===== config.mk =====
export PLATFORM = sky130hd
export DESIGN_NAME = hd63701_irq_arb_flat
export DESIGN_NICKNAME = d
export VERILOG_FILES = /design/src/rtl/hd63701_irq_arb_pkg.sv /design/src/rtl/hd63701_irq_arb_if.sv /design/src/rtl/hd63701_pin_sync.sv /design/src/rtl/hd63701_irq_arb.sv /design/src/flat_wrapper.sv
export SDC_FILE = /design/constraint.sdc
export NUM_CORES = 1
export LEC_CHECK = 0
export BUFFER_PORTS_ARGS = -buffer_cell sky130_fd_sc_hd__buf_2
export CAP_MARGIN = 20
export CORE_UTILIZATION = 38
export CTS_CLUSTER_DIAMETER = 50
export CTS_CLUSTER_SIZE = 30
export DETAILED_ROUTE_END_ITERATION = 10
export PLACE_DENSITY = 0.72
export SYNTH_ARGS = -nofsm -noshare
export SYNTH_HDL_FRONTEND = slang
export SYNTH_SLANG_ARGS = --single-unit

===== constraint.sdc =====
create_clock -name CLK -period 0.9 [get_ports CLK]
set_input_delay 0.045 -clock CLK [delete_from_list [all_inputs] [get_ports CLK]]
set_output_delay 0.045 -clock CLK [all_outputs]
set_load 0.01 [all_outputs]

===== src/rtl/hd63701_irq_arb_pkg.sv =====
// HD63701 interrupt arbiter shared defines: vector bytes, timer bit indices,
// arbiter FSM state encoding and the timer vector encoder.
package hd63701_irq_arb_pkg;

    localparam logic [7:0] VEC_NMI  = 8'hFC;
    localparam logic [7:0] VEC_IRQ1 = 8'hF8;
    localparam logic [7:0] VEC_ICF  = 8'hF6;
    localparam logic [7:0] VEC_OCF  = 8'hF4;
    localparam logic [7:0] VEC_TOF  = 8'hF2;
    localparam logic [7:0] VEC_SCI  = 8'hF0;

    localparam int unsigned TIM_ICF = 2;
    localparam int unsigned TIM_OCF = 1;
    localparam int unsigned TIM_TOF = 0;

    typedef enum logic [1:0] {
        ST_IDLE = 2'd0,
        ST_REQ  = 2'd1,
        ST_ACK  = 2'd2
    } arb_state_t;

    // Low nibble of the vector of the highest-priority eligible timer source.
    function automatic logic [3:0] tim_vec(input logic [2:0] elig);
        if (elig[TIM_ICF])      return VEC_ICF[3:0];
        else if (elig[TIM_OCF]) return VEC_OCF[3:0];
        else if (elig[TIM_TOF]) return VEC_TOF[3:0];
        else                    return 4'h0;
    endfunction

endpackage


===== src/rtl/hd63701_irq_arb_if.sv =====
// HD63701 interrupt arbiter bus: pin/event/sequencer inputs and request outputs.
// slave = arbiter side, master = surrounding core / sequencer side.
interface hd63701_irq_arb_if;

    logic       NMI_PIN;
    logic       IRQ_PIN;
    logic       ICF_EV;
    logic       OCF_EV;
    logic       TOF_EV;
    logic [2:0] TIM_EN;
    logic [2:0] TIM_CLR;
    logic       SCI_IRQ;
    logic       INTA;
    logic [7:0] AVECT;
    logic       NMI;
    logic       IRQ;
    logic       IRQ2;
    logic       IRQ0;
    logic [3:0] IRQ2V;
    logic [2:0] TIM_PEND;

    modport master (
        output NMI_PIN, IRQ_PIN, ICF_EV, OCF_EV, TOF_EV, TIM_EN, TIM_CLR,
               SCI_IRQ, INTA, AVECT,
        input  NMI, IRQ, IRQ2, IRQ0, IRQ2V, TIM_PEND
    );

    modport slave (
        input  NMI_PIN, IRQ_PIN, ICF_EV, OCF_EV, TOF_EV, TIM_EN, TIM_CLR,
               SCI_IRQ, INTA, AVECT,
        output NMI, IRQ, IRQ2, IRQ0, IRQ2V, TIM_PEND
    );

endinterface


===== src/rtl/hd63701_pin_sync.sv =====
// Conditioning for one active-low external pin: synchronizer, active level
// and a falling-edge pulse. HD63701_PIN_SYNC_EN selects a two-flop
// synchronizer; otherwise a single register stage is used.
module hd63701_pin_sync (
    input  logic CLK,
    input  logic RST,
    input  logic PIN,
    output logic LVL,
    output logic FALL
);

`ifdef HD63701_PIN_SYNC_EN
    localparam int unsigned STAGES = 2;
`else
    localparam int unsigned STAGES = 1;
`endif

    logic [STAGES-1:0] sync_q;
    logic [STAGES:0]   arm_q;
    logic              prev_q;
    logic              pin_s;

    assign pin_s = sync_q[STAGES-1];
    assign LVL   = ~pin_s;
    // arm_q masks the first real sample after reset, so a pin already low at
    // release is not mistaken for a falling edge against the reset value.
    assign FALL  = arm_q[STAGES] & prev_q & ~pin_s;

    // Shift the pin through the synchronizer and keep one sample of history.
    always_ff @(posedge CLK or posedge RST) begin
        if (RST) begin
            sync_q <= '1;
            prev_q <= 1'b1;
            arm_q  <= '0;
        end else begin
`ifdef HD63701_PIN_SYNC_EN
            sync_q <= {sync_q[0], PIN};
`else
            sync_q <= PIN;
`endif
            prev_q <= pin_s;
            arm_q  <= {arm_q[STAGES-1:0], 1'b1};
        end
    end

endmodule


===== src/rtl/hd63701_irq_arb.sv =====
// HD63701 interrupt arbiter: NMI edge latch, IRQ1 level, timer pending
// latches (ICF/OCF/TOF), SCI level, fixed priority and vector-acknowledge FSM.
// Optional macro HD63701_PIN_SYNC_EN adds a second pin synchronizer stage.
module hd63701_irq_arb
    import hd63701_irq_arb_pkg::*;
(
    input logic               CLK,
    input logic               RST,
    hd63701_irq_arb_if.slave  bus
);

    arb_state_t state_q, state_d;
    logic       nmi_q;
    logic [2:0] pend_q;
    logic       irq_q, irq2_q, irq0_q;
    logic [3:0] irq2v_q;
    logic [2:0] tim_ev;
    logic [2:0] elig;
    logic       ack_nmi;
    logic [2:0] ack_tim;
    logic       any_req;
    logic       nmi_fall, nmi_lvl, irq_fall, irq_lvl;
    logic       unused_pins;

    hd63701_pin_sync u_nmi_sync (.CLK(CLK), .RST(RST), .PIN(bus.NMI_PIN), .LVL(nmi_lvl), .FALL(nmi_fall));
    hd63701_pin_sync u_irq_sync (.CLK(CLK), .RST(RST), .PIN(bus.IRQ_PIN), .LVL(irq_lvl), .FALL(irq_fall));

    assign unused_pins = nmi_lvl ^ irq_fall;
    assign elig        = pend_q & bus.TIM_EN;
    assign any_req     = nmi_q | irq_q | irq2_q | irq0_q;

    assign bus.NMI      = nmi_q;
    assign bus.IRQ      = irq_q;
    assign bus.IRQ2     = irq2_q;
    assign bus.IRQ0     = irq0_q;
    assign bus.IRQ2V    = irq2v_q;
    assign bus.TIM_PEND = pend_q;

    // Gather timer event pulses into TIM bit order.
    always_comb begin
        tim_ev          = '0;
        tim_ev[TIM_ICF] = bus.ICF_EV;
        tim_ev[TIM_OCF] = bus.OCF_EV;
        tim_ev[TIM_TOF] = bus.TOF_EV;
    end

    // Decode the acknowledged vector into latch clears.
    always_comb begin
        ack_nmi = 1'b0;
        ack_tim = '0;
        if (bus.INTA) begin
            case (bus.AVECT)
                VEC_NMI: ack_nmi          = 1'b1;
                VEC_ICF: ack_tim[TIM_ICF] = 1'b1;
                VEC_OCF: ack_tim[TIM_OCF] = 1'b1;
                VEC_TOF: ack_tim[TIM_TOF] = 1'b1;
                default: ;
            endcase
        end
    end

    // Source latches; a new event wins over any clear in the same cycle.
    always_ff @(posedge CLK or posedge RST) begin
        if (RST) begin
            nmi_q  <= 1'b0;
            pend_q <= '0;
        end else begin
            nmi_q  <= nmi_fall | (nmi_q & ~ack_nmi);
            pend_q <= tim_ev | (pend_q & ~bus.TIM_CLR & ~ack_tim);
        end
    end

    // Registered, priority-masked requests; timer vector frozen while in ACK.
    always_ff @(posedge CLK or posedge RST) begin
        if (RST) begin
            irq_q   <= 1'b0;
            irq2_q  <= 1'b0;
            irq0_q  <= 1'b0;
            irq2v_q <= '0;
        end else begin
            irq_q  <= irq_lvl & ~nmi_q;
            irq2_q <= (|elig) & ~nmi_q & ~irq_lvl;
            irq0_q <= bus.SCI_IRQ & ~nmi_q & ~irq_lvl & ~(|elig);
            if (state_q != ST_ACK) begin
                irq2v_q <= tim_vec(elig);
            end
        end
    end

    // FSM state register.
    always_ff @(posedge CLK or posedge RST) begin
        if (RST) begin
            state_q <= ST_IDLE;
        end else begin
            state_q <= state_d;
        end
    end

    // FSM next state.
    always_comb begin
        state_d = state_q;
        unique case (state_q)
            ST_IDLE: if (any_req) state_d = ST_REQ;
            ST_REQ: begin
                if (bus.INTA)      state_d = ST_ACK;
                else if (!any_req) state_d = ST_IDLE;
            end
            ST_ACK:  if (!bus.INTA) state_d = ST_IDLE;
            default: state_d = ST_IDLE;
        endcase
    end

endmodule


===== src/flat_wrapper.sv =====
// flat-port wrapper written by rule: the top's interface ports become plain ports
module hd63701_irq_arb_flat import hd63701_irq_arb_pkg::*;
  (CLK, RST, bus_NMI_PIN, bus_IRQ_PIN, bus_ICF_EV, bus_OCF_EV, bus_TOF_EV, bus_TIM_EN, bus_TIM_CLR, bus_SCI_IRQ, bus_INTA, bus_AVECT, bus_NMI, bus_IRQ, bus_IRQ2, bus_IRQ0, bus_IRQ2V, bus_TIM_PEND);
  hd63701_irq_arb_if bus_i ();
  input logic CLK;
  input logic RST;
  input wire logic [$bits(bus_i.NMI_PIN)-1:0] bus_NMI_PIN;
  input wire logic [$bits(bus_i.IRQ_PIN)-1:0] bus_IRQ_PIN;
  input wire logic [$bits(bus_i.ICF_EV)-1:0] bus_ICF_EV;
  input wire logic [$bits(bus_i.OCF_EV)-1:0] bus_OCF_EV;
  input wire logic [$bits(bus_i.TOF_EV)-1:0] bus_TOF_EV;
  input wire logic [$bits(bus_i.TIM_EN)-1:0] bus_TIM_EN;
  input wire logic [$bits(bus_i.TIM_CLR)-1:0] bus_TIM_CLR;
  input wire logic [$bits(bus_i.SCI_IRQ)-1:0] bus_SCI_IRQ;
  input wire logic [$bits(bus_i.INTA)-1:0] bus_INTA;
  input wire logic [$bits(bus_i.AVECT)-1:0] bus_AVECT;
  output wire logic [$bits(bus_i.NMI)-1:0] bus_NMI;
  output wire logic [$bits(bus_i.IRQ)-1:0] bus_IRQ;
  output wire logic [$bits(bus_i.IRQ2)-1:0] bus_IRQ2;
  output wire logic [$bits(bus_i.IRQ0)-1:0] bus_IRQ0;
  output wire logic [$bits(bus_i.IRQ2V)-1:0] bus_IRQ2V;
  output wire logic [$bits(bus_i.TIM_PEND)-1:0] bus_TIM_PEND;
  assign bus_i.NMI_PIN = bus_NMI_PIN;
  assign bus_i.IRQ_PIN = bus_IRQ_PIN;
  assign bus_i.ICF_EV = bus_ICF_EV;
  assign bus_i.OCF_EV = bus_OCF_EV;
  assign bus_i.TOF_EV = bus_TOF_EV;
  assign bus_i.TIM_EN = bus_TIM_EN;
  assign bus_i.TIM_CLR = bus_TIM_CLR;
  assign bus_i.SCI_IRQ = bus_SCI_IRQ;
  assign bus_i.INTA = bus_INTA;
  assign bus_i.AVECT = bus_AVECT;
  assign bus_NMI = bus_i.NMI;
  assign bus_IRQ = bus_i.IRQ;
  assign bus_IRQ2 = bus_i.IRQ2;
  assign bus_IRQ0 = bus_i.IRQ0;
  assign bus_IRQ2V = bus_i.IRQ2V;
  assign bus_TIM_PEND = bus_i.TIM_PEND;
  hd63701_irq_arb u_core (.CLK(CLK), .RST(RST), .bus(bus_i));
endmodule

==> results_dict.tcl <==
set metrics [dict create \
    maximum_number_of_pins_on_one_net_before_global_route_repair 17 \
    avgViaCountPerCell 4.88 \
    hold_end "u_core.bus.TIM_PEND[2]$_DFF_PP0_" \
    final_worst_path_period_share_pct 112 \
    status "complete, but fails checks" \
    tritoncts "built" \
    starting_density_of_the_core_pct 41.2 \
    rsz0062_at_grt "true" \
    antenna-diode-count 0 \
    io_buffer_count 31 \
    syn_area_sq_um 636 \
    area_delta_synth_final_pct 72.6 \
    synth-adder-area-share_pct 0 \
    core_sq_mm 0.00154 \
    post_detailed_route_wirelength_per_cell_um 12.7 \
    rr_endpoint "u_core.bus.IRQ0$_DFF_PP0_" \
    number_of_buffers_added_by_the_clock_tree_synthesis_step 3 \
    yosys.area_share.xor_xnor_pct 0 \
    worst_ep_arrival_time_ns 1.24 \
    end_kind "register" \
    clock_latency_ns 0.29 \
    worstSetupPathType "register to register" \
    synth.yosys.seq_area_share_pct 63.6 \
    clock-sinks 16 \
    number_of_enable_flip_flop_cells_after_synthesis 0 \
    power.density_cell_area_mw_per_mm2 1630 \
    floorplan.die_area_sq_mm 0.00184 \
    worst_setup_hold_path_clk_slew_ns 0.10 \
    fin_ws_ns -0.111 \
    place.detailed.instances 114 \
    clk_root_buffer_cell "sky130_fd_sc_hd__clkbuf_4" \
    synth_top_area_cell "sky130_fd_sc_hd__dfrtp_1" \
    synth_top_cell_area_share_pct 51.2 \
    post_synth_and_or_nand_nor_area_fraction_pct 15.4 \
    final-max-slew-violation-count 0 \
    most_frequent_cells_after_synthesis "sky130_fd_sc_hd__dfrtp_1 (13), sky130_fd_sc_hd__a21oi_1 (6), sky130_fd_sc_hd__inv_1 (4), sky130_fd_sc_hd__dfstp_2 (3), sky130_fd_sc_hd__nor2_1 (3)" \
    clock_path_buffers 2 \
    antenna_left 0 \
    synth_seq_cells 16 \
    setup-violations-final 9 \
    min-delay-start "bus_ICF_EV" \
    worst_path_largest_cell_delay_ns 0.40 \
    final.min_clock_period_ns 1.01 \
    finalWeightedCongestion 0.734 \
    post-dp-hpwl_um 1090 \
    grt-ovfl-total 0 \
    violations "negative setup slack" \
    worst-path-max-fanout 2 \
    post_synth.cell_area_avg_sq_um 11.8 \
    drt_pre_antenna_iters 4 \
    fin_skew_ns 0.00620 \
    floorplan.die.width_um 42.9 \
    synth_compound_gate_area_share_pct 13.4 \
    hold_path_depth 3 \
    yosys-top-cells-area "sky130_fd_sc_hd__dfrtp_1 (51%), sky130_fd_sc_hd__dfstp_2 (12%), sky130_fd_sc_hd__a21oi_1 (4.7%), sky130_fd_sc_hd__buf_4 (2.4%), sky130_fd_sc_hd__inv_1 (2.4%)" \
    drtIter0Drc 12 \
    drv_cap 0 \
    holdWs_ns 0.0146 \
    rows 14 \
    synth_top_family_by_area "simple AND/OR/NAND/NOR gates" \
    drc 0 \
    synthArstFlopShare_pct 100 \
    ys_types 25 \
    number_of_global_route_vias_before_repair 608 \
    antenna_violations_before_repair 0 \
    final_cell_utilization_of_the_core_pct 71.2 \
    final_nets 134 \
    worst_path_max_delay_cell "sky130_fd_sc_hd__dfrtp_1" \
    synth_top_flop_cell "sky130_fd_sc_hd__dfrtp_1" \
    rr_startpoint "u_core.bus.TIM_PEND[1]$_DFF_PP0_" \
    r2r_slack_ns -0.11 \
    kind_of_path_behind_the_tightest_hold_check "input pin to register" \
    drive_gt1_share_pct 59.1 \
    vdd_drop_max_v 0.000964 \
    cell_depth_of_the_worst_flop_to_flop_path 3 \
    postRouteWirelength_um 1600 \
    path_cells "a22o_1, a21oi_2, and4b_1" \
    clock_tree.htree_level_count 1 \
    post-synth-top-count-cell "sky130_fd_sc_hd__dfrtp_1" \
    finish.cell_count_without_fillers 126 \
    finalHoldViolCount 0 \
    max_freq_mhz 989 \
    syn_inst 54 \
    globalRouteTotalUtil_pct 19.4 \
    yosys-mux-area-fraction_pct 1.77 \
    grt_pass1_wl_um 2510 \
    critPathLaunchType "register" \
    crit_required_ns 1.13 \
    yosysWarnings 0 \
    ios 34 \
    via_count 615 \
    leakagePower_uw 0.000553 \
    die_y_um 42.9 \
]
## registers in the layout, summed over array words and instances (netlist names)
name                      cells
u_core.u_irq_sync.pin_s       1
u_core.bus.TIM_PEND           3
u_core.bus.IRQ                1
u_core.bus.IRQ2V              2
u_core.u_nmi_sync.arm_q       2
u_core.bus.IRQ0               1
u_core.bus.NMI                1
u_core.u_nmi_sync.prev_q      1
u_core.bus.IRQ2               1
u_core.u_nmi_sync.pin_s       1
u_core.state_q                2
## power breakdown
part           switching (uW)  internal [uW]
registers                46.2            791
logic                     180            297
clock network             232            247
## metrics by stage
| stage | worst slack, ns | area, sq um | setup TNS (ns) | power (uW) |
|---|---|---|---|---|
| finish | -0.111 | 1100 | -0.535 | 1790 |
| detailed placement | -0.180 | 912 | -0.496 | 1160 |
| floorplan | -0.121 | 647 | -0.310 | 970 |
| CTS | -0.112 | 1050 | -0.569 | 1710 |
| global placement | -0.140 | 912 | -0.326 | 1150 |
| global route | -0.160 | 1100 | -1.04 | 1890 |
## final cells by class
type | instances | area [sq um]
Tap cell | 16 | 20.0
Inverter | 4 | 15.0
Sequential cell | 16 | 404
Multi-Input combinational cell | 33 | 258
Fill cell | 120 | 444
Timing Repair Buffer | 53 | 364
Clock buffer | 4 | 36.3
## routing by layer
layer  track usage (%)  vias to the layer above  wire length [um]
li1                  -                      302                 -
met1              22.1                      284               632
met2              32.4                       25               873
met3              3.83                        4                61
met4              13.1                        0                35
met5                 0                        -                 0
## kinds of logic (layout without fill, tap and decap cells)
logic type,Yosys count,in the layout
muxes,1,1
buffers and inverters,6,61
and+or+nand+nor,16,16
other,2,3
AOI/OAI and AO/OA,13,13
DFF,16,16
## cell usage in the layout (no fill, tap or decap), types with 2 or more instances in the layout
master                          count
sky130_fd_sc_hd__conb_1             3
sky130_fd_sc_hd__a21oi_2            2
sky130_fd_sc_hd__buf_2             28
sky130_fd_sc_hd__buf_4             14
sky130_fd_sc_hd__a21oi_1            4
sky130_fd_sc_hd__inv_1              4
sky130_fd_sc_hd__buf_6              7
sky130_fd_sc_hd__dlygate4sd3_1      4
sky130_fd_sc_hd__nor2_1             3
sky130_fd_sc_hd__dfstp_2            3
sky130_fd_sc_hd__nand2b_4           2
sky130_fd_sc_hd__dfrtp_1           13
sky130_fd_sc_hd__nor3b_1            2
sky130_fd_sc_hd__clkbuf_4           3
## worst max-delay path, delay by kind of cell, from the launching register on
kind | cells | cell delay (ns)
AND/OR/NAND/NOR | 1 | 0.20
flip-flops | 1 | 0.40
AO/OA/AOI/OAI | 2 | 0.36
## how the worst max path moves through the flow
stage / end / depth (start not counted) / slack, ns / start
2_1_floorplan: u_core.bus.IRQ2V[2]$_DFFE_PP0P_ / 2 / -0.12 / u_core.bus.TIM_PEND[2]$_DFF_PP0_
3_3_place_gp: u_core.bus.TIM_PEND[1]$_DFF_PP0_ / 4 / -0.14 / bus_AVECT[3]
3_5_place_dp: u_core.bus.TIM_PEND[1]$_DFF_PP0_ / 4 / -0.18 / bus_AVECT[3]
4_1_cts: u_core.bus.IRQ0$_DFF_PP0_ / 3 / -0.11 / u_core.bus.TIM_PEND[2]$_DFF_PP0_
5_1_grt: u_core.bus.IRQ0$_DFF_PP0_ / 3 / -0.16 / u_core.bus.TIM_PEND[2]$_DFF_PP0_
6_report: u_core.bus.IRQ0$_DFF_PP0_ / 3 / -0.11 / u_core.bus.TIM_PEND[1]$_DFF_PP0_
## timing repair
| item | 4_1_cts | 5_1_grt |
|---|---|---|
| hold endpoints to repair | 19 | 0 |
| buffers inserted | 2 | 2 |
| gates resized for setup | 9 | 8 |
| hold buffers | 4 | 0 |
| pin swaps | 2 | 4 |
| endpoints found under the setup margin | 10 | 15 |
No activity file was read; power rests on OpenSTA's default activity.
